<file path="src/rtl/if_fetch_stage.sv">
// Instruction fetch stage: PC register, BOOT/RUN/HALT control and the IF/ID register.
// Define IF_ALIGN_CHECK_EN to halt on a misaligned redirect instead of masking it.
module if_fetch_stage #(
    parameter logic [31:0] RESET_PC = 32'h0000_0064,
    parameter logic [31:0] NOP_INST = 32'h0000_0000
) (
    input  logic        clk,
    input  logic        rst,
    input  logic        stall,
    input  logic        flush,
    input  logic        redirect_valid,
    input  logic [31:0] redirect_target,
    output logic [31:0] imem_pc,
    input  logic [31:0] imem_inst,
    output logic [31:0] ifid_inst,
    output logic [31:0] ifid_pc4,
    output logic        ifid_valid,
    output logic [31:0] fetch_count,
    output logic        fetch_fault
);

    localparam logic [1:0] BOOT = 2'd0;
    localparam logic [1:0] RUN  = 2'd1;
    localparam logic [1:0] HALT = 2'd2;

    logic [1:0]  state;
    logic [1:0]  state_n;
    logic [31:0] pc;
    logic [31:0] pc_n;
    logic [31:0] pc_plus4;
    logic        bubble;
    logic        capture;

    assign imem_pc  = pc;
    assign pc_plus4 = pc + 32'd4;

`ifdef IF_ALIGN_CHECK_EN
    logic fault_q;
    logic fault_set;
    logic misaligned;

    assign misaligned  = redirect_target[1:0] != 2'b00;
    assign fetch_fault = fault_q;
`else
    logic unused_tgt_lsb;

    assign unused_tgt_lsb = ^redirect_target[1:0];
    assign fetch_fault    = 1'b0;
`endif

    always_comb begin
        state_n = state;
        pc_n    = pc;
        bubble  = 1'b0;
        capture = 1'b0;
`ifdef IF_ALIGN_CHECK_EN
        fault_set = 1'b0;
`endif
        case (state)
            BOOT: begin
                bubble  = 1'b1;
                state_n = RUN;
            end
            RUN: begin
                if (redirect_valid) begin
                    bubble = 1'b1;
`ifdef IF_ALIGN_CHECK_EN
                    if (misaligned) begin
                        fault_set = 1'b1;
                        state_n   = HALT;
                    end else begin
                        pc_n = redirect_target;
                    end
`else
                    pc_n = {redirect_target[31:2], 2'b00};
`endif
                end else if (stall) begin
                    bubble = flush;
                end else begin
                    pc_n    = pc_plus4;
                    bubble  = flush;
                    capture = !flush;
                end
            end
            HALT: begin
                bubble = 1'b1;
            end
            default: begin
                bubble  = 1'b1;
                state_n = BOOT;
            end
        endcase
    end

    always_ff @(posedge clk or posedge rst) begin
        if (rst) begin
            state       <= BOOT;
            pc          <= RESET_PC;
            ifid_inst   <= NOP_INST;
            ifid_pc4    <= 32'd0;
            ifid_valid  <= 1'b0;
            fetch_count <= 32'd0;
        end else begin
            state <= state_n;
            pc    <= pc_n;
            if (bubble) begin
                ifid_inst  <= NOP_INST;
                ifid_pc4   <= 32'd0;
                ifid_valid <= 1'b0;
            end else if (capture) begin
                ifid_inst   <= imem_inst;
                ifid_pc4    <= pc_plus4;
                ifid_valid  <= 1'b1;
                fetch_count <= fetch_count + 32'd1;
            end
        end
    end

`ifdef IF_ALIGN_CHECK_EN
    always_ff @(posedge clk or posedge rst) begin
        if (rst) begin
            fault_q <= 1'b0;
        end else if (fault_set) begin
            fault_q <= 1'b1;
        end
    end
`endif

endmodule

</file>
<file path="config.mk">
export PLATFORM = sky130hd
export DESIGN_NAME = if_fetch_stage
export DESIGN_NICKNAME = d
export VERILOG_FILES = /design/src/rtl/if_fetch_stage.sv
export SDC_FILE = /design/constraint.sdc
export NUM_CORES = 1
export LEC_CHECK = 0
export BUFFER_PORTS_ARGS = -buffer_cell sky130_fd_sc_hd__buf_2
export CELL_PAD_IN_SITES_DETAIL_PLACEMENT = 1
export CELL_PAD_IN_SITES_GLOBAL_PLACEMENT = 1
export CORE_MARGIN = 2
export CORE_UTILIZATION = 34
export DETAILED_ROUTE_END_ITERATION = 8
export GPL_ROUTABILITY_DRIVEN = 0
export PLACE_DENSITY = 0.77
export SLEW_MARGIN = 20
export SYNTH_ARGS = -nofsm -noshare
export SYNTH_HDL_FRONTEND = slang
export SYNTH_SLANG_ARGS = --single-unit
</file>
<file path="constraint.sdc">
create_clock -name clk -period 3.6 [get_ports clk]
set_input_delay 0.36 -clock clk [delete_from_list [all_inputs] [get_ports clk]]
set_output_delay 0.36 -clock clk [all_outputs]
set_load 0.005 [all_outputs]
</file>
==> results of run 1 <==
-- critical path, cell delays in order, from the launching register on --
cell and delay (ns):
dfrtp_1 0.70, or4b_1 0.65, nor4_4 0.54, and4_1 0.53, nand4_4 0.14, xnor2_2 0.15
-- layer usage --
layer / vias up / track usage (%)
li1: 2427 / -
met1: 2551 / 25.12
met2: 149 / 32.89
met3: 23 / 5.071
met4: 0 / 6.308
met5: - / 0
-- layout make-up --
cell class              instances  area (um2)  area share, %
flip-flops and latches        126        3157          40.96
multi-input cells             403        2585          33.54
repair buffers                202        1051          13.64
clock buffers                  17       425.4          5.519
well taps                     225       281.5          3.653
clock inverters                15       163.9          2.127
inverters                      10       41.29         0.5357
diodes                          1       2.502        0.03247
-- cells by family (layout without fill, tap and decap cells) --
group | after synthesis | after routing | share of synthesized area (%)
AO/OA/AOI/OAI | 146 | 146 | 16.13
XOR/XNOR | 59 | 59 | 8.801
adder cells (fa/ha/maj) | 2 | 2 | 0.4200
multiplexers | 2 | 2 | 0.3361
other | 2 | 7 | 0.1261
AND/OR/NAND/NOR | 188 | 188 | 17.24
flip-flops | 126 | 126 | 52.99
buffers and inverters | 52 | 244 | 3.948
-- flip-flops by register name (all words and copies together) (netlist names) --
register / flops
fetch_count: 32
ifid_inst: 32
ifid_pc4: 30
imem_pc: 30
ifid_valid: 1
state: 1
-- cells in the mapped netlist (11+ instances only) --
library cell,count,area (um2)
xor2_1,11,96.34
xnor2_1,47,411.6
dfrtp_1,123,3078
nand4_1,15,93.84
a22o_1,35,306.5
nor2_1,25,93.84
nand2_1,66,247.7
a21oi_1,18,90.09
and3_1,22,137.6
clkbuf_1,28,105.1
o21ai_0,54,270.3
nand3_1,20,100.1
-- per-stage QoR --
| step | instance area, um2 | util (%) | worst slack [ns] |
|---|---|---|---|
| floorplan | 5976 | - | 1.323 |
| global placement | 7116 | 41.28 | 0.7869 |
| detailed placement | 7116 | 41.28 | 0.7149 |
| CTS | 7705 | 44.70 | 0.6793 |
| global route | 7705 | 44.70 | 0.5763 |
| finish | 7707 | 44.72 | 0.7684 |
-- final timing paths --
check	startpoint	cells past startpoint	slack (ns)	to
min in group clk	imem_inst[31]	2	0.16	ifid_inst[31]
max in group asynchronous	rst	3	2.62	fetch_count[20]
hold / removal	rst	2	0.1	imem_pc[4]
setup / recovery	state[0]	5	0.77	fetch_count[23]
hold reg to reg	ifid_pc4[19]	2	0.47	ifid_pc4[19]
setup reg to reg	state[0]	5	0.77	fetch_count[23]
-- power by group through the flow --
stage / clock network (mW) / logic, mW / registers [mW]
global route: 1.82 / 0.501 / 1.67
detailed placement: 0 / 0.454 / 1.68
finish: 1.71 / 0.448 / 1.66
global placement: 0 / 0.442 / 1.67
floorplan: 0 / 0.261 / 1.64
CTS: 1.76 / 0.457 / 1.66
==> impl_results.md, run 1 <==
- Nets@finish: 831
- RSZ-0062 raised after global routing: no
- Cell area after synthesis: 0.005957 mm2
- Most common cell after layout, fill and taps aside: buf_2
- DRT met1 WL: 7920 um
- Power Total: 3.813 mW
- FP Rows: 48
- Critical Path Start Type: flop
- Num CTS Buffers: 17
- Non-Filler Instances: 999
- Share of cells above drive strength 1: 32.60%
- Status: finished clean
- WS Path Type: reg2reg
- Sequential element share of the synthesized area: 52.99%
- Vias in the first global route: 5331
- Hold crit path type: in2async
- Vias post-DR: 5150
- Largest vdd supply drop: 0.0003264 V
- Post-DR wirelength/cell: 17.99 um
- Fin crit share: 78.66%
- Pre-Repair DR Iteration Count: 4
- Setup TNS: 0 ns
- Initial Util: 34.56%
- Mean post-synth cell area: 10.32 um2
- Filler instances: 2031
- Dpl cells: 966
- Hold Worst Slack: 0.09940 ns
- Max H-tree Level: 4
- Post_cts resized: 0
- Power per standard cell area: 494.7 mW/mm2
- Crit path DAT: 3.13 ns
- Die height: 136.4 um
- Slew margin rel.: 40.17%
- Pleak: 3.819 nW
- Worst Clk Skew: 0.01303 ns
- Clk_lat worst skew: 0.42 ns
- Largest net degree at the start of global routing: 61
- Seq pwr share: 43.5%
- Port Buf Inserts: 191
- I/O pins: 199
- Worst slew pin tran: 0.8900 ns
- Synth async-reset ratio: 100.0%
- Remaining global-route overflow: 0
- Global-route wire length before repair: 28540 um
- EDFF count, synth: 0
- Maxcap violations: 0
- Yosys Warn Count: 0
- Fin crit period: 2.832 ns
- Met2 WL post-DR: 8719 um
- DR top layer: met4
- Max Slew Vio Count: 0
- Sw power: 1.068 mW
- CTS Buffer Depth: 2
- GRT Overall Usage: 19.76%
- Comb pwr share: 11.7%
- Post-Synthesis Cells: 577
- Clk pin slew, worst setup/hold paths: 0.06 ns
- Clk pwr share: 44.8%
- Most frequent cells in the layout: buf_2 (191), dfrtp_1 (123), nand2_1 (66)
- Setup bufs post-CTS: 0
- Net Sw Frac: 28.02%
- Drt drc: 0
- CP Max Fanout: 19
- Core ar.: 0.01724 mm2
- Clock sinks: 126
- Crit. End Element: flop
- FMAX: 0.3532 GHz
- Setup-failing EPs final: 0
- Drt total wl: 17970 um
- Area Overhead vs Synth: 29.38%
- Antenna violations before repair: 0
- Chip Width: 136.4 um
- Flops & latches, synth: 126
- Remaining antenna violation count: 0
- DPL Wire Length: 12800 um
- Internal: 2.745 mW
- Die ar.: 0.01860 mm2
- Most common flop cell mapped by yosys: dfrtp_1
- Cell variety after synth: 54
- Final hold violations: 0
- TritonCTS clock tree: yes
- Initial detailed-routing violation count: 199
- Hold-fix buffers, CTS: 0
- CP required: 3.90 ns
- Vias per Instance: 5.155
- Root Driver: clkbuf_16
- Routed wl met3: 1047 um
(Power assumes the default switching activity.)
==> inputs of run 2 (changes only) <==
CORE_UTILIZATION = 38   (was 34)
PLACE_DENSITY = 0.82   (was 0.77)
clock period = 2.7 ns   (was 3.6 ns; I/O delays follow)
==> impl_results.md, run 2 (synthesis results as in run 1) <==
- Status: finished clean
- Pre-Repair DR Iteration Count: 4
- Global-route wire length before repair: 29100 um
- Filler instances: 1754
- Num CTS Buffers: 17
- Setup TNS: 0 ns
- Initial detailed-routing violation count: 236
- Antenna violations before repair: 1
- GRT Overall Usage: 22.45%
- Antenna diode count: 0
- Port Buf Inserts: 191
- Final worst-path setup slack: 0.3036 ns
- Hold-fix buffers, CTS: 0
- Cell area after layout: 0.007797 mm2
- Multi-input gate area: 0.002585 mm2
- Clk_lat worst skew: 0.41 ns
- Post-DR wirelength/cell: 18.47 um
- Comb pwr share: 11.9%
- Initial Util: 39.04%
- CTS Buffer Depth: 2
- Setup bufs post-CTS: 0
- Vias per Instance: 5.338
- WS Path Type: reg2reg
- Largest net degree at the start of global routing: 127
- Power per standard cell area: 673.1 mW/mm2
- Drt drc: 0
- Largest vdd supply drop: 0.0004242 V
- Clk pwr share: 46.2%
- Seq pwr share: 41.9%
- Maxcap violations: 0
- DPL Wire Length: 13020 um
- Slew margin rel.: 54.80%
- Top Registers: fetch_count (32), ifid_inst (32)
- Share of cells above drive strength 1: 32.78%
- Clk pin slew, worst setup/hold paths: 0.06 ns
- Vias in the first global route: 5506
- Worst Clk Skew: 0.006724 ns
- RSZ-0062 raised after global routing: no
- Hold crit path type: in2async
- Crit path DAT: 2.70 ns
- Critical Path Start Type: flop
- Dpl ws: 0.3267 ns
- Core ar.: 0.01526 mm2
- Internal: 3.918 mW
- TritonCTS clock tree: yes
- Crit. End Element: flop
- Sw power: 1.331 mW
- Clock sinks: 126
- Die height: 129.2 um
- Drt total wl: 18260 um
- Fin crit period: 2.396 ns
- FP Rows: 45
- Max Slew Vio Count: 0
- Non-Filler Instances: 989
- Fin crit share: 88.76%
- Area Overhead vs Synth: 30.90%
- Post_cts resized: 0
- Worst slew pin tran: 0.6780 ns
- Power Total: 5.249 mW
- Vias post-DR: 5279
- FF/Latch Area: 0.003157 mm2
- CP required: 3.00 ns
- Placed inst area: 0.007168 mm2
- FMAX: 0.4173 GHz
- Most frequent cells in the layout: buf_2 (191), dfrtp_1 (123), nand2_1 (66)
- Setup-failing EPs final: 0
- Hold Worst Slack: 0.06020 ns
- Die ar.: 0.01669 mm2
- Root Driver: clkbuf_16
- Nets@finish: 837
- Final hold violations: 0
- Remaining antenna violation count: 0
- Most common cell after layout, fill and taps aside: buf_2
- Final Util: 51.10%
- Pleak: 3.896 nW
- Net Sw Frac: 25.36%
- Dpl cells: 958
- I/O pins: 199
- CP Max Fanout: 8
- Chip Width: 129.2 um
- Remaining global-route overflow: 0
- Max H-tree Level: 4
## run 2: layout make-up
cell class              count  share of cell area (%)
multi-input cells         403                   33.15
well taps                 211                   3.386
flip-flops and latches    126                   40.48
inverters                  10                  0.5295
clock inverters             5                   1.284
clock buffers              26                   6.788
repair buffers            208                   14.38
## run 2: worst paths after layout
check,from,endpoint,slack (ns),cells after the start
worst min register to register,fetch_count[31],fetch_count[31],0.47,1
worst max-delay path,imem_pc[2],imem_pc[30],0.30,7
max in group asynchronous,rst,ifid_pc4[12],2.14,3
min in group clk,imem_inst[3],ifid_inst[3],0.07,2
worst max register to register,imem_pc[2],imem_pc[30],0.30,7
worst min-delay path,rst,ifid_inst[10],0.06,3
## run 2: layer usage
layer / global-route usage, % / vias up / part of all wire [%]
met5: 0 / - / 0
met3: 6.028 / 29 / 6.0
met2: 37.86 / 170 / 50
li1: - / 2441 / -
met4: 8.887 / 0 / 2.2
met1: 27.45 / 2639 / 42
## run 2: power by group through the flow
stage / Combinational [mW] / Sequential, mW / Clock (mW)
CTS: 0.635 / 2.20 / 2.47
floorplan: 0.348 / 2.18 / 0
finish: 0.625 / 2.20 / 2.42
detailed placement: 0.629 / 2.23 / 0
global route: 0.698 / 2.22 / 2.56
global placement: 0.603 / 2.22 / 0
## run 2: critical path, cell delays in order, from the launching register on
cell and delay [ns]:
dfstp_2 0.60, ha_1 0.29, nand3_1 0.24, nor4_2 0.41
buf_4 0.23, and4_1 0.27, a31oi_1 0.11, a2bb2oi_1 0.14
